===== src/rtl/pix_pair_packer.sv =====
// Packs 18-bit RGB 6:6:6 pixels into 36-bit two-pixel words tagged with ZBT word addresses, queued in a small FIFO.
// Define PACK_STATS_EN to add the saturating dropped_cnt output.
module pix_pair_packer #(
    parameter logic [18:0] BASE_ADDR   = 19'd0,
    parameter logic [18:0] FRAME_WORDS = 19'd153600,
    parameter int unsigned DEPTH_LOG2  = 3
) (
    input  logic        clk,
    input  logic        reset,
    input  logic        pix_valid,
    input  logic [17:0] pix_data,
    input  logic        sof,
    input  logic        word_ready,
    output logic        word_valid,
    output logic [35:0] two_pixel_vals,
    output logic [18:0] write_addr,
`ifdef PACK_STATS_EN
    output logic        overflow,
    output logic [15:0] dropped_cnt
`else
    output logic        overflow
`endif
);

    localparam int unsigned PTR_W     = DEPTH_LOG2 + 1;
    localparam int unsigned DEPTH     = 1 << DEPTH_LOG2;
    localparam logic [18:0] LAST_ADDR = BASE_ADDR + FRAME_WORDS - 19'd1;

    typedef struct packed {
        logic [35:0] data;
        logic [18:0] addr;
    } entry_t;

    entry_t           mem_q [DEPTH];
    logic [PTR_W-1:0] wr_ptr_q, rd_ptr_q;
    logic             phase_q, phase_d;
    logic [17:0]      half_q, half_d;
    logic [18:0]      next_addr_q, next_addr_d;
    logic             overflow_q;
    logic             word_done, empty, full, pop, push, drop;

    // NOTE: every variable gets a default first so no path leaves it unassigned (no latch).
    always_comb begin
        phase_d     = phase_q;
        half_d      = half_q;
        next_addr_d = next_addr_q;
        word_done   = 1'b0;
        if (pix_valid) begin
            if (sof) begin
                half_d      = pix_data;
                phase_d     = 1'b1;
                next_addr_d = BASE_ADDR;
            end else if (phase_q) begin
                word_done   = 1'b1;
                phase_d     = 1'b0;
                next_addr_d = (next_addr_q == LAST_ADDR) ? BASE_ADDR : next_addr_q + 19'd1;
            end else begin
                half_d  = pix_data;
                phase_d = 1'b1;
            end
        end
    end

    assign empty = (wr_ptr_q == rd_ptr_q);
    assign full  = (wr_ptr_q[PTR_W-1] != rd_ptr_q[PTR_W-1]) &&
                   (wr_ptr_q[PTR_W-2:0] == rd_ptr_q[PTR_W-2:0]);
    assign pop   = !empty && word_ready;
    // A full FIFO still takes the word when the head leaves in the same cycle.
    assign push  = word_done && (!full || pop);
    assign drop  = word_done && full && !pop;

    always_ff @(posedge clk or posedge reset) begin
        if (reset) begin
            phase_q     <= 1'b0;
            half_q      <= '0;
            next_addr_q <= BASE_ADDR;
            wr_ptr_q    <= '0;
            rd_ptr_q    <= '0;
            overflow_q  <= 1'b0;
        end else begin
            phase_q     <= phase_d;
            half_q      <= half_d;
            next_addr_q <= next_addr_d;
            if (push) wr_ptr_q <= wr_ptr_q + PTR_W'(1);
            if (pop)  rd_ptr_q <= rd_ptr_q + PTR_W'(1);
            if (drop) overflow_q <= 1'b1;
        end
    end

    // NOTE: storage is not reset; the outputs are masked while empty, so stale entries never show.
    always_ff @(posedge clk) begin
        if (push) mem_q[wr_ptr_q[DEPTH_LOG2-1:0]] <= '{data: {half_q, pix_data}, addr: next_addr_q};
    end

    assign word_valid     = !empty;
    assign two_pixel_vals = empty ? '0 : mem_q[rd_ptr_q[DEPTH_LOG2-1:0]].data;
    assign write_addr     = empty ? '0 : mem_q[rd_ptr_q[DEPTH_LOG2-1:0]].addr;
    assign overflow       = overflow_q;

`ifdef PACK_STATS_EN
    logic [15:0] dropped_cnt_q;

    always_ff @(posedge clk or posedge reset) begin
        if (reset) begin
            dropped_cnt_q <= '0;
        end else if (drop && dropped_cnt_q != 16'hFFFF) begin
            dropped_cnt_q <= dropped_cnt_q + 16'd1;
        end
    end

    assign dropped_cnt = dropped_cnt_q;
`endif

endmodule


===== config.mk =====
export PLATFORM = sky130hd
export DESIGN_NAME = pix_pair_packer
export DESIGN_NICKNAME = d
export VERILOG_FILES = /design/src/rtl/pix_pair_packer.sv
export SDC_FILE = /design/constraint.sdc
export NUM_CORES = 1
export LEC_CHECK = 0
export ABC_AREA = 0
export BUFFER_PORTS_ARGS = -buffer_cell sky130_fd_sc_hd__buf_2
export CORE_AREA = 2 2 233 235
export DETAILED_ROUTE_END_ITERATION = 16
export DIE_AREA = 0 0 235 237
export GPL_TIMING_DRIVEN = 1
export SLEW_MARGIN = 10
export SYNTH_ARGS = -nofsm -noshare
export SYNTH_HDL_FRONTEND = slang
export SYNTH_SLANG_ARGS = --single-unit

===== constraint.sdc =====
create_clock -name clk -period 6.1 [get_ports clk]
set_input_delay 1.22 -clock clk [delete_from_list [all_inputs] [get_ports clk]]
set_output_delay 1.22 -clock clk [all_outputs]
set_load 0.02 [all_outputs]

Yosys cells after proc, flatten, opt, wreduce, memory -nomap -nowiden
Memories as Yosys holds them, arrays and structs flattened. Cells that the tools add are included.

Muxes and demuxes: 14. Equality and inequality tests: 5. Reduce and logical (&&, ||, !) cells: 12. Add/sub/neg operators: 3.

Operators by type and width (count): $mux 19 (4); $mux 18 (2); $mux 36 (1); $add 19x1->19 const B (1); $eq 19x18->1 const B (1); $add 4x1->4 const B (2); $mux 1 (7); $logic_and 1x1->1 (5); $eq 4x4->1 (1); $reduce_and 2->1 (2); $eq 3x3->1 (1); $logic_not 1->1 (3); $ne 2x2->1 const B (1); $reduce_bool 2->1 (1); $logic_or 1x1->1 (1); $ne 1x1->1 (1).

Input bits: 23. Output and inout port bits: 57. Flip-flop bits (word level): 47. Memory bits (writable): 440. Memories kept: 1. Logic and storage cells: 41.

Memories: mem_q (words 8, bits a word 55, rd ports 1, clocked after Yosys merged registers in 0, write ports 1, RTL line 34) `entry_t mem_q [DEPTH];`.

Logic depth before layout (Yosys ltp)
Gate-level depths: netlist of run 1.

Depth in word-level cells: 7. Gate-level depth with buffers: 8. Depth with buffers taken out: 7.

Worst setup path after synthesis of run 1
Ideal clock, no wire load.

Path type: input port to flip-flop. Start point: input port sof. End point: memory mem_q[0][0] (netlist name), enable pin. Data arrival time: 5.649 ns. Cell stages on the path: 3. Path buffers: 0. Path slack: -0.085 ns. Path through: nand3b_1 -> or3_1 -> nor3_1.

Word-level cells in the longest chain between the ends: 5.

Ends and longest elaborated chain: from (decl) (RTL line 12) `input logic sof,`; $mux 1 (RTL line 49) `if (sof) begin`; $mux 1 (RTL line 48) `if (pix_valid) begin`; $logic_and 1x1->1 (RTL line 69) `assign push = word_done && (!full || pop);`; $mux 1 (RTL line 92) `if (push) mem_q[wr_ptr_q[DEPTH_LOG2-1:0]] <= '{data: {half_q, pix_data}, addr: next_addr_q};`; $mux 1 (not written as such) (RTL line 92); to (decl) (RTL line 34).

No other way between the ends.

Worst setup path in the final report of run 1
Start point: register rd_ptr_q[1]. End point: output port two_pixel_vals[16].

Word-level cells in the longest chain between the ends: 2.

Ends and longest elaborated chain: from (decl) (RTL line 35) `logic [PTR_W-1:0] wr_ptr_q, rd_ptr_q;`; from (signal assigned) (RTL line 85) `if (pop) rd_ptr_q <= rd_ptr_q + PTR_W'(1);`; $mem_v2 8x55 / $eq 4x4->1 (equally long branches); $mux 36 (*) (RTL line 96) `assign two_pixel_vals = empty ? '0 : mem_q[rd_ptr_q[DEPTH_LOG2-1:0]].data;`; to (decl) (RTL line 15) `output logic [35:0] two_pixel_vals,`.

Mark *: on every way between the ends. The rest lies on a longest branch, timed or not.

==> results.cfg, run 1 <==
[run_status]
outcome = finished clean

[timing]
fin_crit_sh_pct = 76.39
final-setup-viol-count = 0
finalMaxSlewViolations = 0
relSlewSlack_pct = 29.12
final_hold_viol_count = 0
period_needed_ns = 4.660
tns_ns = 0
fmax_mhz = 214.6
fin_skew_ns = 0.01811
rsz0062_at_grt = false
tightest_slew_ns = 1.061

[floorplan]
die_h_um = 237
fp.dieW_um = 235
fp-row-count = 85
initial_core_util_pct = 35.53
die_area_um2 = 55700
io_pins = 80
coreArea_um2 = 53280

[logic_synthesis]
synth_fa_ha_area_share_pct = 0.1983
yosys-top-cells-count = 440 x edfxtp_1, 110 x mux4_2, 67 x nor2_1
postSynthCellCount = 908
avgSynthCellArea_um2 = 20.85
yosys-mux-area-fraction_pct = 17.18
async_flop_share_pct = 9.651
ys_seq_area_share_pct = 76.00
synth_edf_count = 440
yosys_warnings = 0
ys_seq_elements = 487
synth_compound_area_share_pct = 1.269
netlist_area_um2 = 18930
synth.top_cell.area_share_pct = 69.79
synth_fp_nets = 934
synth-xor-area-share_pct = 0.6477
yosysMostFrequentCell = edfxtp_1
synth_flop_cell = edfxtp_1
synth_simple_gate_area_share_pct = 3.377
synth_area_leaders = edfxtp_1 70%, mux4_2 13%, dfrtp_1 6.2%
synth.distinct_cells = 45
synth_top_area_cell = edfxtp_1
synth_top_family_by_area = multiplexers

[clock_tree]
clock_path_buffers = 3
tritoncts = done
clock_sinks = 487
post-cts-setup-buffers = 0
path_clk_slew_ns = 0.06
cts_resized = 0
ctsHoldBuffers = 0
cts_root_buf = clkbuf_16
insertion_delay_ns = 0.56
h-tree-depth = 2
cts_made_buffers = 48

[power]
p_per_area_nw_per_um2 = 458.3
leakage_nw = 7.453
ir_worst_vdd_mv = 0.2002

[setup_path]
worstSetupEndpointType = primary output
critPathLaunchType = flop
r2r_setup_slack_ns = 2.56
critical_path_arrival_ns = 3.44
worst-path-max-fanout = 58
worstSetupPathType = reg2out
cp.required_ns = 4.88

[global_routing]
top_usage_layer = met2
use_met3_pct = 2.810
met1_usage_pct = 19.66
grt_pass1_vias = 9512
grt_usage_pct = 14.41
grt_overflow = 0
grt_max_degree = 91
grt_pass1_wl_um = 60380
met2_usage_pct = 24.00
grt_antenna_before_repair = 1

[route]
via_per_inst = 5.077
vias = 8885
routed_wl_um = 39790
postRouteAntennaNets = 0
drc = 0
drtIter0Drc = 744
firstDrtPassIters = 7
wl_per_cell_um = 22.74

[layout]
final_area_um2 = 21830
fin_nets = 1039
post_route_cells_drive_above_1_share_pct = 30.77
syn_to_final_growth_pct = 15.29
final_util_pct = 40.97

[placed_design]
hpwl_um = 21950
gp_congestion = 0.7239
io_buffers = 79
placed_area_um2 = 20240

[run]
drv_cap = 0

[hold_path]
hp-class = reg2reg
[path summary, 6_finish.rpt]
| check | cells after the start | startpoint | to |
|---|---|---|---|
| setup / recovery | 5 | rd_ptr_q[1] | two_pixel_vals[16] |
| hold / removal | 1 | overflow | overflow |
| setup reg to reg | 6 | rd_ptr_q[1] | mem_q[2][24] |
| hold reg to reg | 1 | overflow | overflow |
| max in group asynchronous | 3 | reset | rd_ptr_q[2] |
| min in group asynchronous | 3 | reset | half_q[15] |
[layer usage]
layer	wire length (um)	up-vias	part of all wire, %
met3	2328	35	5.9
met5	16	-	0.040
met2	19820	214	50
li1	-	3916	-
met4	522	2	1.3
met1	17100	4718	43
[through the flow]
stage          setup slack (ns)  total power, mW  hold slack [ns]  std cells
5_1_grt                   1.242            10.50           0.4665       1749
6_report                  1.440            10.00           0.4535       1750
2_1_floorplan            0.1006            6.265           0.4617        908
4_1_cts                   1.338            10.19           0.4582       1749
3_3_place_gp              1.947            7.238           0.4450       1659
3_5_place_dp              1.893            7.258           0.4422       1659
[layout by cell type, fill, tap and decap left out, drive strengths merged]
cell type / n
clkbuf: 74
nor4b: 1
mux2: 20
dfrtp: 47
nand3: 13
xnor2: 9
a22o: 1
buf: 98
and3b: 1
and3: 7
xor2: 5
o31ai: 1
ha: 3
nand4: 3
diode: 1
a21oi: 3
clkinvlp: 2
a31o: 1
inv: 9
nor2: 67
mux4: 110
o311ai: 4
clkinv: 8
bufinv: 3
nand2b: 2
a21o: 3
nor3: 7
edfxtp: 440
nor2b: 1
mux2i: 55
nor3b: 3
nand2: 26
nand3b: 2
o21ai: 15
o21ba: 1
or3: 2
a31oi: 5
and4: 1
[worst max-delay path: stages (launching register included)]
cell and delay [ns]:
dfrtp_4 1.02, buf_4 0.79, mux4_2 0.41, mux2i_1 0.35
nor2_1 0.08, buf_2 0.17
[layout make-up]
| type | count | area [um2] |
|---|---|---|
| fill | 4684 | 31460 |
| sequential | 487 | 14400 |
| multi-input combinational | 372 | 4362 |
| clock buffer | 74 | 1410 |
| tap | 696 | 870.8 |
| timing repair buffer | 98 | 588.1 |
| clock inverter | 16 | 171.4 |
| inverter | 6 | 22.52 |
| antenna | 1 | 2.502 |
[logic make-up after synthesis]
| group | after synthesis |
|---|---|
| simple gates | 136 |
| fa+ha+maj | 3 |
| xor+xnor | 14 |
| compound gates | 34 |
| buf+inv | 49 |
| mux | 185 |
| flops | 487 |
[registers in the layout, indices dropped and copies added, names as in the netlist]
signal       count
half_q          18
mem_q          440
next_addr_q     19
overflow         1
phase_q          1
rd_ptr_q         4
wr_ptr_q         4
[where the power goes]
| group | internal (mW) | total, mW | switching [mW] |
|---|---|---|---|
| clock network | 1.72 | 2.92 | 1.20 |
| logic | 1.23 | 2.88 | 1.65 |
| registers | 3.90 | 4.20 | 0.306 |
| total | 6.85 | 10.0 | 3.15 |
Power figures use the tool's default switching activity.
==> run 2, diff against run 1 <==
--- a/config.mk
+++ b/config.mk
@@ -5,11 +5,11 @@
 export SDC_FILE = /design/constraint.sdc
 export NUM_CORES = 1
 export LEC_CHECK = 0
-export ABC_AREA = 0
+export ABC_AREA = 1
 export BUFFER_PORTS_ARGS = -buffer_cell sky130_fd_sc_hd__buf_2
-export CORE_AREA = 2 2 233 235
+export CORE_AREA = 2 2 238 240
 export DETAILED_ROUTE_END_ITERATION = 16
-export DIE_AREA = 0 0 235 237
+export DIE_AREA = 0 0 240 242
 export GPL_TIMING_DRIVEN = 1
 export SLEW_MARGIN = 10
 export SYNTH_ARGS = -nofsm -noshare
==> constraint.sdc (replaced) <==
create_clock -name clk -period 4.29 [get_ports clk]
set_input_delay 0.858 -clock clk [delete_from_list [all_inputs] [get_ports clk]]
set_output_delay 0.858 -clock clk [all_outputs]
set_load 0.02 [all_outputs]
==> run 2 against run 1 <==
Against the previous run:
- utilization shrank 0.66 points
- sequential share of layout area shrank 1.9 points
- worst hold slack lost 0.087 ns
- design area grew 2.9%
- die area grew 4.3%
- count of clock-buffer cells in the layout shrank 6
- synthesized cell count grew 81%
- combinational power grew 94%
- clock skew grew 0.0022 ns
- register-to-register slack lost 0.74 ns
==> results.cfg, run 2 <==
[layout]
syn_to_final_growth_pct = 13.60
fin_cells = 2499
fin_nets = 1730
post_route_cells_drive_above_1_share_pct = 11.82
diodes = 0
layout_common_cells = 467 x nor2_1, 440 x edfxtp_1, 215 x o21ai_0, 179 x o21ai_1, 82 x nand2_1
final_common_cell = nor2_1
largest_register_ffs = 440

[placed_design]
hpwl_um = 24840
io_buffers = 79
dp_slack_ns = 1.112
gp_congestion = 0.7596
post-place-cells = 2409

[power]
swShare_pct = 38.46
pwr-share-comb_pct = 36.4
p_per_area_nw_per_um2 = 684.3
ir_worst_vdd_mv = 0.5459
finalPower_mw = 15.37
clkPwrFrac_pct = 26.9
intPower_mw = 9.462
leakage_nw = 7.759
p_seq_share_pct = 36.8
switching_power_mw = 5.912

[route]
drtIter0Drc = 1045
postRouteAntennaNets = 0
wl_per_cell_um = 19.03
firstDrtPassIters = 5
routed_wl_um = 47560
vias = 12497
drc = 0
via_per_inst = 5.001

[floorplan]
die_h_um = 242
fp-row-count = 87
die_area_um2 = 58080
fp.dieW_um = 240
initial_core_util_pct = 35.48
coreArea_um2 = 55730
io_pins = 80

[setup_path]
worst-path-max-fanout = 63
worstSetupPathType = reg2out
cp.required_ns = 3.43
worstSetupEndpointType = primary output
critPathLaunchType = flop
critical_path_arrival_ns = 2.95

[global_routing]
grt_pass1_wl_um = 72460
grt_usage_pct = 16.19
grt_pass1_vias = 12190
grt_antenna_before_repair = 1
grt_overflow = 0
grt_max_degree = 155

[clock_tree]
cts_resized = 0
tritoncts = done
post-cts-setup-buffers = 0
ctsHoldBuffers = 0
insertion_delay_ns = 0.57
clock_sinks = 487
path_clk_slew_ns = 0.06
cts_made_buffers = 49
cts_root_buf = clkbuf_16
h-tree-depth = 2
clock_path_buffers = 3

[timing]
rsz0062_at_grt = false
period_needed_ns = 3.806
fin_crit_sh_pct = 88.71
tightest_slew_ns = 0.8822
fin_skew_ns = 0.02028
fmax_mhz = 262.8
finalMaxSlewViolations = 0
final-setup-viol-count = 0
worst_slack_ns = 0.4844
final_hold_viol_count = 0
relSlewSlack_pct = 41.19
timing.hold.ws_ns = 0.3663

[logic_synthesis]
yosys-top-cells-count = 472 x nor2_1, 440 x edfxtp_1, 215 x o21ai_0
synth_edf_count = 440
ys_seq_area_share_pct = 72.76
synth_flop_cell = edfxtp_1
netlist_area_um2 = 19780
async_flop_share_pct = 9.651
synth_fp_nets = 1672
synth.top_cell.area_share_pct = 66.81
ys_seq_elements = 487
avgSynthCellArea_um2 = 12.01
postSynthCellCount = 1646
synth.distinct_cells = 31
synth_area_leaders = edfxtp_1 67%, nor2_1 9.0%, dfrtp_1 5.9%
synth_top_area_cell = edfxtp_1
yosysMostFrequentCell = nor2_1
yosys_warnings = 0

[hold_path]
hp-class = in2async

[run]
drv_cap = 0

[run_status]
outcome = finished clean
==> run 2: area by class of cell <==
cell class / count / area (um2)
Fill cell: 5230 / 33270
Inverter: 27 / 106.4
Tap cell: 756 / 945.9
Clock buffer: 68 / 1370
Sequential cell: 487 / 14400
Clock inverter: 22 / 172.7
Timing Repair Buffer: 103 / 688.2
Multi-Input combinational cell: 1036 / 4785
==> run 2: kinds of logic (layout without fill, tap and decap cells) <==
kind of cell / Yosys count / count (layout) / synth area share (%)
xor gates and xnor gates: 15 / 15 / 0.7023
adders and majority gates: 3 / 3 / 0.1898
buffers and inverters: 123 / 220 / 3.315
AOI/OAI and AO/OA: 408 / 408 / 10.43
DFF: 487 / 487 / 72.76
and+or+nand+nor: 592 / 592 / 11.58
muxes: 18 / 18 / 1.025
==> run 2: layer usage <==
metal  routed length (um)  vias up  track usage (%)  share of wire [%]
li1                     -     5924                -                  -
met1                20970     6176            22.28                 44
met2                23000      323            26.67                 48
met3                 2495       72            2.473                5.2
met4                 1083        2            4.476                2.3
met5                   13        -                0              0.027
==> run 2: stage by stage <==
stage | TNS [ns] | instance area (um2) | utilization, %
after global placement | 0 | 20920 | 37.54
final | 0 | 22470 | 40.31
after detailed placement | 0 | 20920 | 37.54
after CTS | 0 | 22470 | 40.31
after global routing | 0 | 22470 | 40.31
after floorplan | -220.15 | 19780 | -
==> run 2: power groups by stage <==
stage               combinational [mW]  sequential, mW  clock [mW]
finish                            5.59            5.65        4.13
global route                      6.25            5.68        4.38
CTS                               5.70            5.65        4.20
detailed placement                5.68            5.75           0
global placement                  5.60            5.74           0
floorplan                         4.01            5.64           0
==> run 2: worst paths after layout <==
path,endpoint,cells after the start,slack (ns),start
worst max-delay path,write_addr[12],6,0.48,rd_ptr_q[1]
worst min-delay path,wr_ptr_q[1],2,0.37,reset
worst max register to register,mem_q[6][28],7,1.82,rd_ptr_q[1]
worst min register to register,overflow,1,0.52,overflow
max in group asynchronous,next_addr_q[9],3,3.09,reset
min in group clk,overflow,1,0.52,overflow
==> run 2: critical path, cell delays in order, from the launching register on <==
cell and delay (ns):
dfrtp_4 0.65, buf_4 0.60, o21ai_0 0.18, o21ai_0 0.33, nor2_1 0.08, nor2_1 0.28
buf_2 0.23
==> run 3, diff against run 2 <==
--- a/config.mk
+++ b/config.mk
@@ -8,6 +8,7 @@
 export ABC_AREA = 1
 export BUFFER_PORTS_ARGS = -buffer_cell sky130_fd_sc_hd__buf_2
 export CORE_AREA = 2 2 238 240
+export CTS_BUF_LIST = sky130_fd_sc_hd__clkbuf_8
 export DETAILED_ROUTE_END_ITERATION = 16
 export DIE_AREA = 0 0 240 242
 export GPL_TIMING_DRIVEN = 1
==> run 3 against run 2 <==
Against the previous run:
- sequential share of layout area up 0.41 points
- global-route usage up 0.20 points
- register-to-register slack about the same
- worst hold slack worse by 0.056 ns
- sequential power about the same
- clock skew up 0.0048 ns
- setup slack worse by 0.043 ns
- count of clock-buffer cells in the layout up 17
- critical endpoint unchanged
- largest cell class unchanged
==> results.cfg, run 3 (synthesis results as in run 2) <==
[floorplan]
die_area_um2 = 58080
die_h_um = 242
io_pins = 80
fp-row-count = 87
fp.dieW_um = 240
coreArea_um2 = 55730
initial_core_util_pct = 35.48

[setup_path]
r2r.worst_path.cells = 7
crit_chain = buf_4, o21ai_0, o21ai_0, nor2_1, nor2_1, buf_2
worstSetupPathType = reg2out
worstSetupEndpointType = primary output
r2r_start = rd_ptr_q[1]
slowest_stage = dfrtp_4
slowest_delay_ns = 0.64
critPathLaunchType = flop
cp.required_ns = 3.43
critical_path_arrival_ns = 2.99
path_buf_inv = 2
critPathLaunch = rd_ptr_q[1]
worst-path-max-fanout = 63
cp_num_cells = 6
r2r_setup_slack_ns = 1.81
endpoint = write_addr[12]
reg2reg_to = mem_q[6][44]
path_delay_family = buffers and inverters

[route]
drc = 0
routed_wl_um = 47560
wl_per_cell_um = 18.66
postRouteAntennaNets = 0
vias = 12622
drtIter0Drc = 1105
via_per_inst = 4.952
firstDrtPassIters = 7

[timing]
rsz0062_at_grt = false
tightest_slew_ns = 0.8747
period_needed_ns = 3.849
final-setup-viol-count = 0
final_hold_viol_count = 0
fmax_mhz = 259.8
fin_skew_ns = 0.02512
finalMaxSlewViolations = 0
fin_crit_sh_pct = 89.71
relSlewSlack_pct = 41.69

[clock_tree]
post-cts-setup-buffers = 0
insertion_delay_ns = 0.63
cts_resized = 0
clock_sinks = 487
tritoncts = done
cts_made_buffers = 78
ctsHoldBuffers = 0
cts_root_buf = clkbuf_8
clock_path_buffers = 3
path_clk_slew_ns = 0.06
h-tree-depth = 3

[layout]
multi_input_area_um2 = 4785
final_util_pct = 40.05
fin_nets = 1759
largest_register_ffs = 440
register_area_um2 = 14400
layout_common_cells = 467 x nor2_1, 440 x edfxtp_1, 215 x o21ai_0, 179 x o21ai_1, 85 x clkbuf_8
syn_to_final_growth_pct = 12.88
final_area_um2 = 22320
diodes = 0
n_fill_cell = 5290
final_common_cell = nor2_1
post_route_cells_drive_above_1_share_pct = 13.22
fin_cells = 2549

[global_routing]
grt_overflow = 0
grt_pass1_vias = 12394
grt_antenna_before_repair = 0
grt_usage_pct = 16.39
grt_max_degree = 155
grt_pass1_wl_um = 72970

[placed_design]
placed_area_um2 = 20920
gp_congestion = 0.7596
hpwl_um = 24840
post-place-cells = 2409
io_buffers = 79

[power]
p_per_area_nw_per_um2 = 663.1
finalPower_mw = 14.80
leakage_nw = 7.852
ir_worst_vdd_mv = 0.5623

[hold_path]
hp-class = in2async

[run_status]
outcome = finished clean

[run]
drv_cap = 0
==> run 3: cell count changes in the layout (fill, tap and decap cells not counted) <==
| cell | previous run | this run |
|---|---|---|
| clkbuf_8 | 3 | 85 |
| clkbuf_16 | 51 | 0 |
| inv_1 | 24 | 63 |
| clkbuf_1 | 14 | 0 |
| clkinv_1 | 13 | 7 |
| clkinvlp_4 | 0 | 5 |
| bufinv_16 | 3 | 0 |
| clkinv_2 | 5 | 4 |
| inv_6 | 2 | 1 |
==> run 3: where the power goes <==
part,switching [mW],internal (mW)
registers,0.209,5.44
logic,3.96,1.62
clock network,1.75,1.82
==> run 3: how the worst min path moves through the flow <==
stage                  end  slack, ns
2_1_floorplan  wr_ptr_q[3]       0.50
3_3_place_gp      overflow       0.51
5_1_grt        wr_ptr_q[1]       0.36
6_report       wr_ptr_q[1]       0.31
4_1_cts        wr_ptr_q[1]       0.29
3_5_place_dp      overflow       0.50
==> run 3: area by class of cell <==
class,count,share of cell area [%]
multi-input combinational,1036,21.43
clock buffer,85,5.241
clock inverter,55,1.031
timing repair buffer,103,3.083
inverter,27,0.4764
sequential,487,64.50
tap,756,4.237
==> run 3: through the flow <==
| step | hold slack [ns] | worst slack (ns) | TNS [ns] |
|---|---|---|---|
| floorplan | 0.5030 | -1.334 | -220.15 |
| global placement | 0.5057 | 1.101 | 0 |
| detailed placement | 0.4985 | 1.112 | 0 |
| CTS | 0.2898 | 0.4062 | 0 |
| global route | 0.3569 | 0.2563 | 0 |
| finish | 0.3100 | 0.4413 | 0 |
==> run 3: metal layers <==
metal / part of all wire, % / vias to the layer above / global-route usage [%]
met5: 0 / - / 0
met4: 2.0 / 0 / 5.280
met3: 5.2 / 61 / 2.701
met2: 48 / 325 / 26.55
met1: 45 / 6246 / 22.50
li1: - / 5990 / -
